==> src/rtl/alu_share_arbiter.sv <==
`default_nettype none
// +------------------------------------------------------------------------+
// | Module      : alu_share_arbiter                                        |
// | Description : Shares one external 32-bit ALU between two requesters.   |
// |               Round-robin grant, registered operands, IDLE/EXEC/RESP   |
// |               sequencing and a per-requester valid/ready response.     |
// |               Optional macro ALU_ARB_STATS_EN adds saturating grant    |
// |               counters grant_cnt_0/grant_cnt_1.                        |
// | Revision    : 1.0 - initial release                                    |
// +------------------------------------------------------------------------+
module alu_share_arbiter #(
   parameter int WIDTH = 32
`ifdef ALU_ARB_STATS_EN
   ,parameter int CNT_W = 16
`endif
) (
   input  logic             clk,
   input  logic             reset,
   input  logic             req_valid_0,
   output logic             req_ready_0,
   input  logic [3:0]       req_op_0,
   input  logic [WIDTH-1:0] req_a_0,
   input  logic [WIDTH-1:0] req_b_0,
   input  logic             req_valid_1,
   output logic             req_ready_1,
   input  logic [3:0]       req_op_1,
   input  logic [WIDTH-1:0] req_a_1,
   input  logic [WIDTH-1:0] req_b_1,
   output logic             rsp_valid_0,
   output logic             rsp_valid_1,
   input  logic             rsp_ready_0,
   input  logic             rsp_ready_1,
   output logic [WIDTH-1:0] rsp_result,
   output logic             rsp_zero,
   output logic             rsp_err,
`ifdef ALU_ARB_STATS_EN
   output logic [CNT_W-1:0] grant_cnt_0,
   output logic [CNT_W-1:0] grant_cnt_1,
`endif
   output logic [3:0]       alu_sel,
   output logic [WIDTH-1:0] alu_a,
   output logic [WIDTH-1:0] alu_b,
   input  logic [WIDTH-1:0] alu_result,
   input  logic             alu_zero
);

   localparam logic [1:0] S_IDLE = 2'd0;
   localparam logic [1:0] S_EXEC = 2'd1;
   localparam logic [1:0] S_RESP = 2'd2;

   logic [1:0]       state_q, state_d;
   logic             last_grant_q;
   logic             gnt_q;
   logic [3:0]       op_q;
   logic [WIDTH-1:0] a_q, b_q;
   logic [WIDTH-1:0] rsp_result_q;
   logic             rsp_zero_q, rsp_err_q;
   logic             rsp_valid_0_q, rsp_valid_1_q;

   logic             w_has_req;
   logic             w_gnt;
   logic             w_accept;
   logic             w_rsp_hs;
   logic             w_op_err;

   // On contention the requester that did not win last time gets the ALU.
   assign w_has_req = req_valid_0 | req_valid_1;
   assign w_gnt     = (req_valid_0 && req_valid_1) ? ~last_grant_q : req_valid_1;
   assign w_accept  = (state_q == S_IDLE) && w_has_req;
   assign w_rsp_hs  = (state_q == S_RESP) && (gnt_q ? rsp_ready_1 : rsp_ready_0);
   assign w_op_err  = (op_q == 4'd0) || (op_q > 4'd13);

   // The ALU always sees the captured operands, so its inputs only move on a grant.
   assign alu_sel     = op_q;
   assign alu_a       = a_q;
   assign alu_b       = b_q;
   assign rsp_result  = rsp_result_q;
   assign rsp_zero    = rsp_zero_q;
   assign rsp_err     = rsp_err_q;
   assign rsp_valid_0 = rsp_valid_0_q;
   assign rsp_valid_1 = rsp_valid_1_q;

   // State register.
   always_ff @(posedge clk) begin
      if (reset) begin
         state_q <= S_IDLE;
      end else begin
         state_q <= state_d;
      end
   end

   // Next-state logic: one cycle to execute, then wait for the consumer.
   always_comb begin
      state_d = state_q;
      case (state_q)
         S_IDLE:  if (w_has_req) state_d = S_EXEC;
         S_EXEC:  state_d = S_RESP;
         S_RESP:  if (w_rsp_hs) state_d = S_IDLE;
         default: state_d = S_IDLE;
      endcase
   end

   // Output logic: accept handshake is combinational in IDLE; held low during reset.
   always_comb begin
      req_ready_0 = 1'b0;
      req_ready_1 = 1'b0;
      if (w_accept && !reset) begin
         req_ready_0 = ~w_gnt;
         req_ready_1 = w_gnt;
      end
   end

   // Operand capture, result capture and round-robin history.
   always_ff @(posedge clk) begin
      if (reset) begin
         last_grant_q  <= 1'b1;
         gnt_q         <= 1'b0;
         op_q          <= 4'd0;
         a_q           <= '0;
         b_q           <= '0;
         rsp_result_q  <= '0;
         rsp_zero_q    <= 1'b0;
         rsp_err_q     <= 1'b0;
         rsp_valid_0_q <= 1'b0;
         rsp_valid_1_q <= 1'b0;
      end else begin
         if (w_accept) begin
            gnt_q <= w_gnt;
            op_q  <= w_gnt ? req_op_1 : req_op_0;
            a_q   <= w_gnt ? req_a_1  : req_a_0;
            b_q   <= w_gnt ? req_b_1  : req_b_0;
         end
         if (state_q == S_EXEC) begin
            rsp_result_q <= alu_result;
            rsp_zero_q   <= alu_zero;
            rsp_err_q    <= w_op_err;
            if (gnt_q) rsp_valid_1_q <= 1'b1;
            else       rsp_valid_0_q <= 1'b1;
         end
         if (w_rsp_hs) begin
            rsp_valid_0_q <= 1'b0;
            rsp_valid_1_q <= 1'b0;
            last_grant_q  <= gnt_q;
         end
      end
   end

`ifdef ALU_ARB_STATS_EN
   logic [CNT_W-1:0] grant_cnt_0_q, grant_cnt_1_q;

   assign grant_cnt_0 = grant_cnt_0_q;
   assign grant_cnt_1 = grant_cnt_1_q;

   // Saturating per-requester grant counters, bumped on every accept.
   always_ff @(posedge clk) begin
      if (reset) begin
         grant_cnt_0_q <= '0;
         grant_cnt_1_q <= '0;
      end else if (w_accept) begin
         if (!w_gnt && (grant_cnt_0_q != '1)) grant_cnt_0_q <= grant_cnt_0_q + 1'b1;
         if ( w_gnt && (grant_cnt_1_q != '1)) grant_cnt_1_q <= grant_cnt_1_q + 1'b1;
      end
   end
`endif

endmodule
`default_nettype wire

==> config.mk <==
export PLATFORM = sky130hd
export DESIGN_NAME = alu_share_arbiter
export DESIGN_NICKNAME = d
export VERILOG_FILES = /design/src/rtl/alu_share_arbiter.sv
export SDC_FILE = /design/constraint.sdc
export NUM_CORES = 1
export LEC_CHECK = 0
export ABC_AREA = 1
export CAP_MARGIN = 40
export CELL_PAD_IN_SITES_DETAIL_PLACEMENT = 0
export CELL_PAD_IN_SITES_GLOBAL_PLACEMENT = 1
export CORE_MARGIN = 2
export CORE_UTILIZATION = 27
export DETAILED_ROUTE_END_ITERATION = 10
export HOLD_SLACK_MARGIN = 0.08
export PLACE_DENSITY_LB_ADDON = 0.1
export SLEW_MARGIN = 20
export SYNTH_ARGS = -nofsm -noshare
export SYNTH_HDL_FRONTEND = slang
export SYNTH_SLANG_ARGS = --single-unit
==> constraint.sdc <==
create_clock -name clk -period 2 [get_ports clk]
set_input_delay 0.2 -clock clk [delete_from_list [all_inputs] [get_ports clk]]
set_output_delay 0.2 -clock clk [all_outputs]
set_load 0.05 [all_outputs]
# --- Word-level counts from Yosys, hierarchy flattened ---
# Index checks and enable logic that the tools add are counted.
word_totals:
  out_inout_bits: 106
  wordCells: 42
  input_bits: 175
  register_bits: 108
op_classes:
  n_eq_ne: 4
  magnitude_cmp: 1
  bitwise: 4
  n_mux: 10
  reduce_logical: 12
ops:
  columns: ["op", "n"]
  rows:
  - ["$mux 32", 2]
  - ["$pmux 2 s3", 1]
  - ["$reduce_and 2->1", 3]
  - ["$gt 4x4->1 const B", 1]
  - ["$logic_and 1x1->1", 4]
  - ["$logic_not 4->1", 1]
  - ["$mux 1", 4]
  - ["$mux 2", 2]
  - ["$mux 4", 1]
  - ["$ne 2x2->1 const B", 2]
  - ["$not 1->1", 3]
  - ["$eq 2x1->1 const B", 1]
  - ["$eq 2x2->1 const B", 1]
  - ["$logic_not 2->1", 1]
  - ["$reduce_or 2->1", 1]
  - ["$logic_not 1->1", 1]
  - ["$logic_or 1x1->1", 1]
  - ["$or 1x1->1", 1]

# --- Longest topological paths before layout ---
# Gate-level depths: netlist (run 1).
depth:
  ltp_word: 4
  depth_mapped: 8
  depth_no_buf: 7

# --- Worst setup path before layout (run 1) ---
# Ideal clock, no wire load.
synth_path:
  path_kind: "register to output"
  startpoint: "register state_q[0]"
  endpoint: "output req_ready_0"
  required_time_ps: 1800
  path_buffers: 1
  arrival_time_ps: 1679
  path_slack_ps: 121
  path_stages_with_launch: 7
  cell_sequence: "dfxtp_1 > inv_1 > nand2_1 > nor2_4 > nand2_1 > buf_2 > a21oi_1"
synth_via:
  elab_chain_len: 4
synth_lines:
  columns: ["element", "line_no", "text"]
  rows:
  - ["start, declared", "51", "logic [1:0] state_q, state_d;"]
  - ["start signal, assigned", "88", "state_q <= state_d;"]
  - ["$logic_not 2->1", "69", "assign w_accept = (state_q == S_IDLE) && w_has_req;"]
  - ["$logic_and 1x1->1", "69", null]
  - ["$logic_and 1x1->1", "107", "if (w_accept && !reset) begin"]
  - ["$mux 1", "107", null]
  - ["end, declared", "20", "output logic req_ready_0,"]
# Every way passes these cells.

# --- Worst setup path in the final report (run 1) ---
# Ends and elaborated chain as after synthesis.

==> results of run 1 <==
## kinds of logic (layout without fill, tap and decap cells)
| group | Yosys count | count (layout) | synth area share (%) |
|---|---|---|---|
| DFF | 108 | 108 | 43.8 |
| buffers and inverters | 151 | 416 | 12.8 |
| AOI/OAI and AO/OA | 78 | 78 | 7.95 |
| other | 0 | 1 | 0 |
| and+or+nand+nor | 422 | 422 | 35.5 |
## synth_stat cells
master      n  area share (%)
dfxtp_1   108              44
clkbuf_1   22             1.7
nor2_1     93             7.1
nor2_4      2            0.46
a21oi_1    43             4.4
o21ai_1     5            0.51
nand3_1   118              12
inv_2       1           0.076
o211ai_1    1            0.15
inv_1      96             7.3
nand2_1   207              16
buf_4       4            0.61
o21ai_0    29             2.9
buf_2      23             2.3
clkinv_1    2            0.15
buf_6       3            0.68
nand4_1     2            0.25
## per-layer routing
layer,GRT usage [%],wire (um),vias up
li1,-,-,2871
met3,5.68,1440,19
met1,23.0,8100,2342
met2,28.5,7780,174
met4,5.90,328,2
met5,0,16,-
## area by class of cell
type,count,area (um2),share of cell area [%]
Antenna cell,1,2.50,0.0302
Clock buffer,10,239,2.88
Timing Repair Buffer,301,3000,36.1
Multi-Input combinational cell,500,2160,26.0
Tap cell,229,287,3.46
Inverter,99,372,4.48
Sequential cell,108,2160,26.1
Clock inverter,6,76.3,0.921
## registers in the layout, indices dropped and copies added, names as in the netlist
signal and cells:
alu_a 32, alu_b 32, rsp_result 32, alu_sel 4, state_q 2, gnt_q 1
last_grant_q 1, rsp_err 1, rsp_valid_0 1, rsp_valid_1 1, rsp_zero 1
## timing repair
item / in CTS / in global routing
gates resized for setup: 0 / 1
endpoints found under the setup margin: 0 / 1
hold buffers: 0 / 0
## metrics by stage
stage | cell area, um2 | hold WS (ns) | power (W) | setup slack [ns] | cells
finish | 8290 | 0.256 | 0.00674 | 0.176 | 1254
global route | 8290 | 0.291 | 0.00708 | 0.0439 | 1253
CTS | 8290 | 0.262 | 0.00683 | 0.0569 | 1253
detailed placement | 7970 | 0.439 | 0.00487 | 0.181 | 1237
global placement | 7970 | 0.436 | 0.00487 | 0.195 | 1237
floorplan | 4940 | 0.335 | 0.00388 | 0.121 | 759
## cell usage in the layout (no fill, tap or decap), types with 2 or more instances in the layout
cell type,n
nand3_1,118
inv_6,3
buf_2,2
o21ai_1,5
nor2_4,2
nand4_1,2
clkdlybuf4s50_1,276
buf_12,4
inv_1,96
buf_4,19
a21oi_1,43
nand2_1,204
dfxtp_1,108
o21ai_0,29
nor2_1,91
nand2_2,3
clkbuf_16,9
clkinv_1,2
nor2_2,2
## power groups by stage
stage	Combinational, W	Clock, W	Sequential, W
detailed placement	0.00233	0	0.00253
floorplan	0.000613	0	0.00327
global route	0.00248	0.00208	0.00251
finish	0.00231	0.00195	0.00248
CTS	0.00234	0.00201	0.00249
global placement	0.00234	0	0.00253
## worst max-delay path, cell delays in order (launching register included)
cell and delay (ns):
dfxtp_1 0.30, inv_1 0.12, nand2_1 0.12, nor2_4 0.16
nand2_2 0.14, a21oi_1 0.19, buf_4 0.23
## path summary, 6_finish.rpt
check	end	slack (ns)	cells after the start
worst max register to register	alu_b[2]	0.61	6
worst min-delay path	state_q[0]	0.26	4
worst min register to register	rsp_valid_1	0.45	2
worst max-delay path	req_ready_0	0.18	6
==> results.ini, run 1 <==
[yosys]
ys_ff_latch=108
synth_fp_nets=934
syn_area_per_cell_um2=6.51
synth_cell_types=17
syn_inst=759
syn-cell-area_um2=4940
synth-seq-area-share_pct=43.8
yosysWarnings=0

[timing]
rsz0062_at_grt=false
drv_slew=0
setup_violations=0
relSlewSlack_pct=63.0
min_period_over_period_pct=91.2
fin_skew_ns=0.00852
tns_ns=0
hold_viol=0
period_needed_ns=1.82
fmax_mhz=548
worst_pin_slew_ns=0.554

[floorplan]
start_util_pct=27.5
die_x_um=139
die_area_um2=19400
ios=281
design.core.area_um2=18000
rows=49
die_h_um=139

[routing]
num_vias=5408
drc=0
ant_nets=0
wl_per_cell_um=14.1
first_pass_iters=4
wl_um=17700
first_iter_violations=191
via_per_inst=4.31

[clocking]
cts_tree=done
cts-htree-levels=3
cts_num_sinks=108
cts-root-buf=clkbuf_16
cts_setup_buffers=0
clk_pin_slew_ns=0.08
clk-insertion-delay-late_ns=0.36
clockBufferDepth=2
numCtsBuffers=9

[finish]
area_growth_pct=67.8
nFillCells=1865
drive_above_1_share_pct=4.79
final_util_pct=46.2
nNetsFinal=1194

[worst_setup_path]
cp_data_arrival_time_ns=1.62
worst_setup_path_end_kind=output pin
crit_required_ns=1.80
startpoint_type=flop
cp-startpoint=state_q[0]
crit_fanout=5
worstSetupPathType=flop to output pin
r2r_start=state_q[0]

[global_route]
antenna_found_initial=2
grt_pass1_vias=5177
grt_max_degree=47
grt_pass1_wl_um=27800
grt.overflow.total=0
grtUsageTotal_pct=17.9

[placed_design]
hpwl_um=12700
port_buffers=280
gp_congestion=0.742

[power]
p_clk_share_pct=28.9
irDropWorstVdd_v=0.000563
pwr-share-comb_pct=34.3
p_seq_share_pct=36.9
power_density_nw_per_um2=813
power.leakage_nw=3.82
p_int_w=0.00430
p_switching_w=0.00244
switching_share_pct=36.1

[worst_hold_path]
hold_class=input pin to flop
hold_start=reset

[run]
maxCapViolations=0

[run_status]
status=finished, final reports clean

Power figures use the tool's default switching activity.
==> inputs of run 2 (changes only) <==
ABC_AREA = default   (was 1)
==> run 2 against run 1 <==
  * Critical endpoint is now req_ready_1
  * Clock skew decreased by 0.0045 ns
  * Die area decreased by 14%
  * Largest cell class unchanged
  * Largest power group unchanged
  * First-iteration DRC count decreased by 31%
  * Power decreased by 4.3%
  * Clock power decreased by 3%
  * Count of clock-buffer cells in the layout decreased by 1
  * Register-to-register slack got worse by 0.32 ns
  * Via count decreased by 18%
==> results.ini, run 2 <==
[floorplan]
die_x_um=129
die_area_um2=16700
ios=281
rows=45
design.core.area_um2=15300
start_util_pct=27.7
die_h_um=129

[global_route]
grt_max_degree=50
grt_pass1_vias=4449
grt_pass1_wl_um=22800
grt.overflow.total=0
antenna_found_initial=1
grtUsageTotal_pct=17.5

[placed_design]
dpl.cell_count=935
hpwl_um=10900
port_buffers=280
gp_congestion=0.735

[worst_setup_path]
cp_data_arrival_time_ns=1.70
crit_required_ns=1.80
reg2regPathDepth=5
r2r_slack_ns=0.29
reg2reg_to=alu_b[31]
worst_setup_path_end_kind=output pin
startpoint_type=flop
r2r_start=state_q[1]
worstSetupPathType=flop to output pin
crit_fanout=33

[yosys]
synth_cell_types=27
yosys-top-cells-area=dfxtp_1 51%, a221o_1 13%, nor3_1 6.9%, nand2_1 5.9%, inv_1 5.1%
ys_ff_latch=108
syn_area_per_cell_um2=8.97
dominantRegCellSynth=dfxtp_1
synth.cells.most_frequent=108 x dfxtp_1, 66 x nand2_1, 58 x inv_1, 58 x nor3_1, 57 x a221o_1
synth_area_leader_cell=dfxtp_1
syn-cell-area_um2=4230
yosysWarnings=0
synthArstFlopShare_pct=0
syn_inst=472
synth_most_common_cell=dfxtp_1
synth-seq-area-share_pct=51.1
synth_fp_nets=647
synth_top_area_share_pct=51.1
synth-edff-count=0

[power]
p_seq_share_pct=38.6
irDropWorstVdd_v=0.000493
power_density_nw_per_um2=847
totalPowerFinal_w=0.00645
pwr-share-comb_pct=32.0
p_switching_w=0.00213
p_int_w=0.00432
switching_share_pct=33.0
power.leakage_nw=3.02
p_clk_share_pct=29.5

[finish]
drive_above_1_share_pct=5.53
nFillCells=1450
final_cells=952
regArea_um2=2160
layout_common_cells=277 x clkdlybuf4s50_1, 108 x dfxtp_1, 66 x nand2_1, 58 x inv_1, 58 x nor3_1
antenna_cells=0
area_growth_pct=79.9
layout_commonest_cell=clkdlybuf4s50_1
multi_input_area_um2=1690
nNetsFinal=912

[timing]
rsz0062_at_grt=false
worst_pin_slew_ns=0.563
relSlewSlack_pct=62.3
fmax_mhz=528
tns_ns=0
fin_skew_ns=0.00401
min_period_over_period_pct=94.8
drv_slew=0
hold_viol=0
setup_violations=0
period_needed_ns=1.90

[clocking]
clk_pin_slew_ns=0.07
cts-htree-levels=3
cts_num_sinks=108
clk-insertion-delay-late_ns=0.35
clockBufferDepth=2
postCtsHoldBufs=0
cts-root-buf=clkbuf_16
cts_tree=done
numCtsBuffers=9

[worst_hold_path]
min_path_cells=3
hold_class=input pin to flop
hold_start=alu_result[17]
hold_end=rsp_result[17]

[routing]
ant_nets=0
wl_um=15000
via_per_inst=4.63
wl_per_cell_um=15.7
first_iter_violations=131
drc=0
first_pass_iters=5
num_vias=4411

[run]
maxCapViolations=0

[run_status]
status=finished, final reports clean

-- run 2: cell count changes in the layout (fill, tap and decap cells not counted), moves of 11 or more --
cell and delta:
nand2_1 -138, nand3_1 -118, mux2i_1 +11, o21ai_0 -28, o2bb2ai_1 +11, inv_1 -38
nor3_1 +58, a221o_1 +57, nor2_1 -88
-- run 2: worst max path at each step --
stage / start / end / slack (ns) / cells after the start
2_1_floorplan: state_q[1] / req_ready_1 / 0.18 / 5
3_3_place_gp: state_q[1] / alu_a[22] / 0.18 / 5
3_5_place_dp: state_q[1] / alu_a[28] / 0.12 / 4
4_1_cts: state_q[1] / req_ready_0 / 0.07 / 4
5_1_grt: state_q[1] / req_ready_1 / 0.02 / 4
6_report: state_q[1] / req_ready_1 / 0.10 / 4
-- run 2: stage by stage --
step | util, % | setup WS, ns | cell area, um2 | hold slack [ns]
2_1_floorplan | - | 0.182 | 4240 | 0.336
3_5_place_dp | 47.7 | 0.124 | 7270 | 0.446
6_report | 49.9 | 0.105 | 7620 | 0.396
4_1_cts | 49.9 | 0.0683 | 7620 | 0.379
5_1_grt | 49.9 | 0.0220 | 7620 | 0.389
3_3_place_gp | 47.7 | 0.176 | 7270 | 0.441
-- run 2: worst max-delay path, cell delays in order, from the launching register on --
cell and delay [ns]:
dfxtp_1 0.36, or3_4 0.43, buf_8 0.20, nor2_2 0.13, buf_4 0.21
-- run 2: timing repair --
item / in CTS / in global routing
buffers inserted: 2 / 0
endpoints found under the setup margin: 2 / 0
gates resized for setup: 3 / 0
endpoints found under the hold margin: 0 / 0
-- run 2: logic make-up (layout without fill, tap and decap cells) --
| kind of cell | Yosys count | count (layout) | share of synthesized area [%] |
|---|---|---|---|
| simple gates | 141 | 141 | 15.2 |
| compound gates | 112 | 112 | 21.3 |
| flops | 108 | 108 | 51.1 |
| buf+inv | 99 | 368 | 9.55 |
| mux | 12 | 12 | 2.87 |
-- run 2: power groups by stage --
stage / logic, W / clock network [W] / registers (W)
after floorplan: 0.000470 / 0 / 0.00321
after global placement: 0.00206 / 0 / 0.00253
after detailed placement: 0.00207 / 0 / 0.00253
after CTS: 0.00209 / 0.00197 / 0.00249
after global routing: 0.00218 / 0.00206 / 0.00251
final: 0.00206 / 0.00190 / 0.00249
-- run 2: metal layers --
metal / track usage (%) / vias up / wire, um
met4: 4.54 / 2 / 201
met2: 29.9 / 183 / 7430
li1: - / 2176 / -
met1: 20.4 / 2035 / 6000
met3: 7.10 / 15 / 1340
met5: 0 / - / 13
-- run 2: cell type report --
type                            count  area share (%)
Timing Repair Buffer              295            38.9
Clock buffer                        9            2.96
Clock inverter                      6            1.18
Inverter                           58            2.86
Tap cell                          211            3.47
Sequential cell                   108            28.4
Multi-Input combinational cell    265            22.2
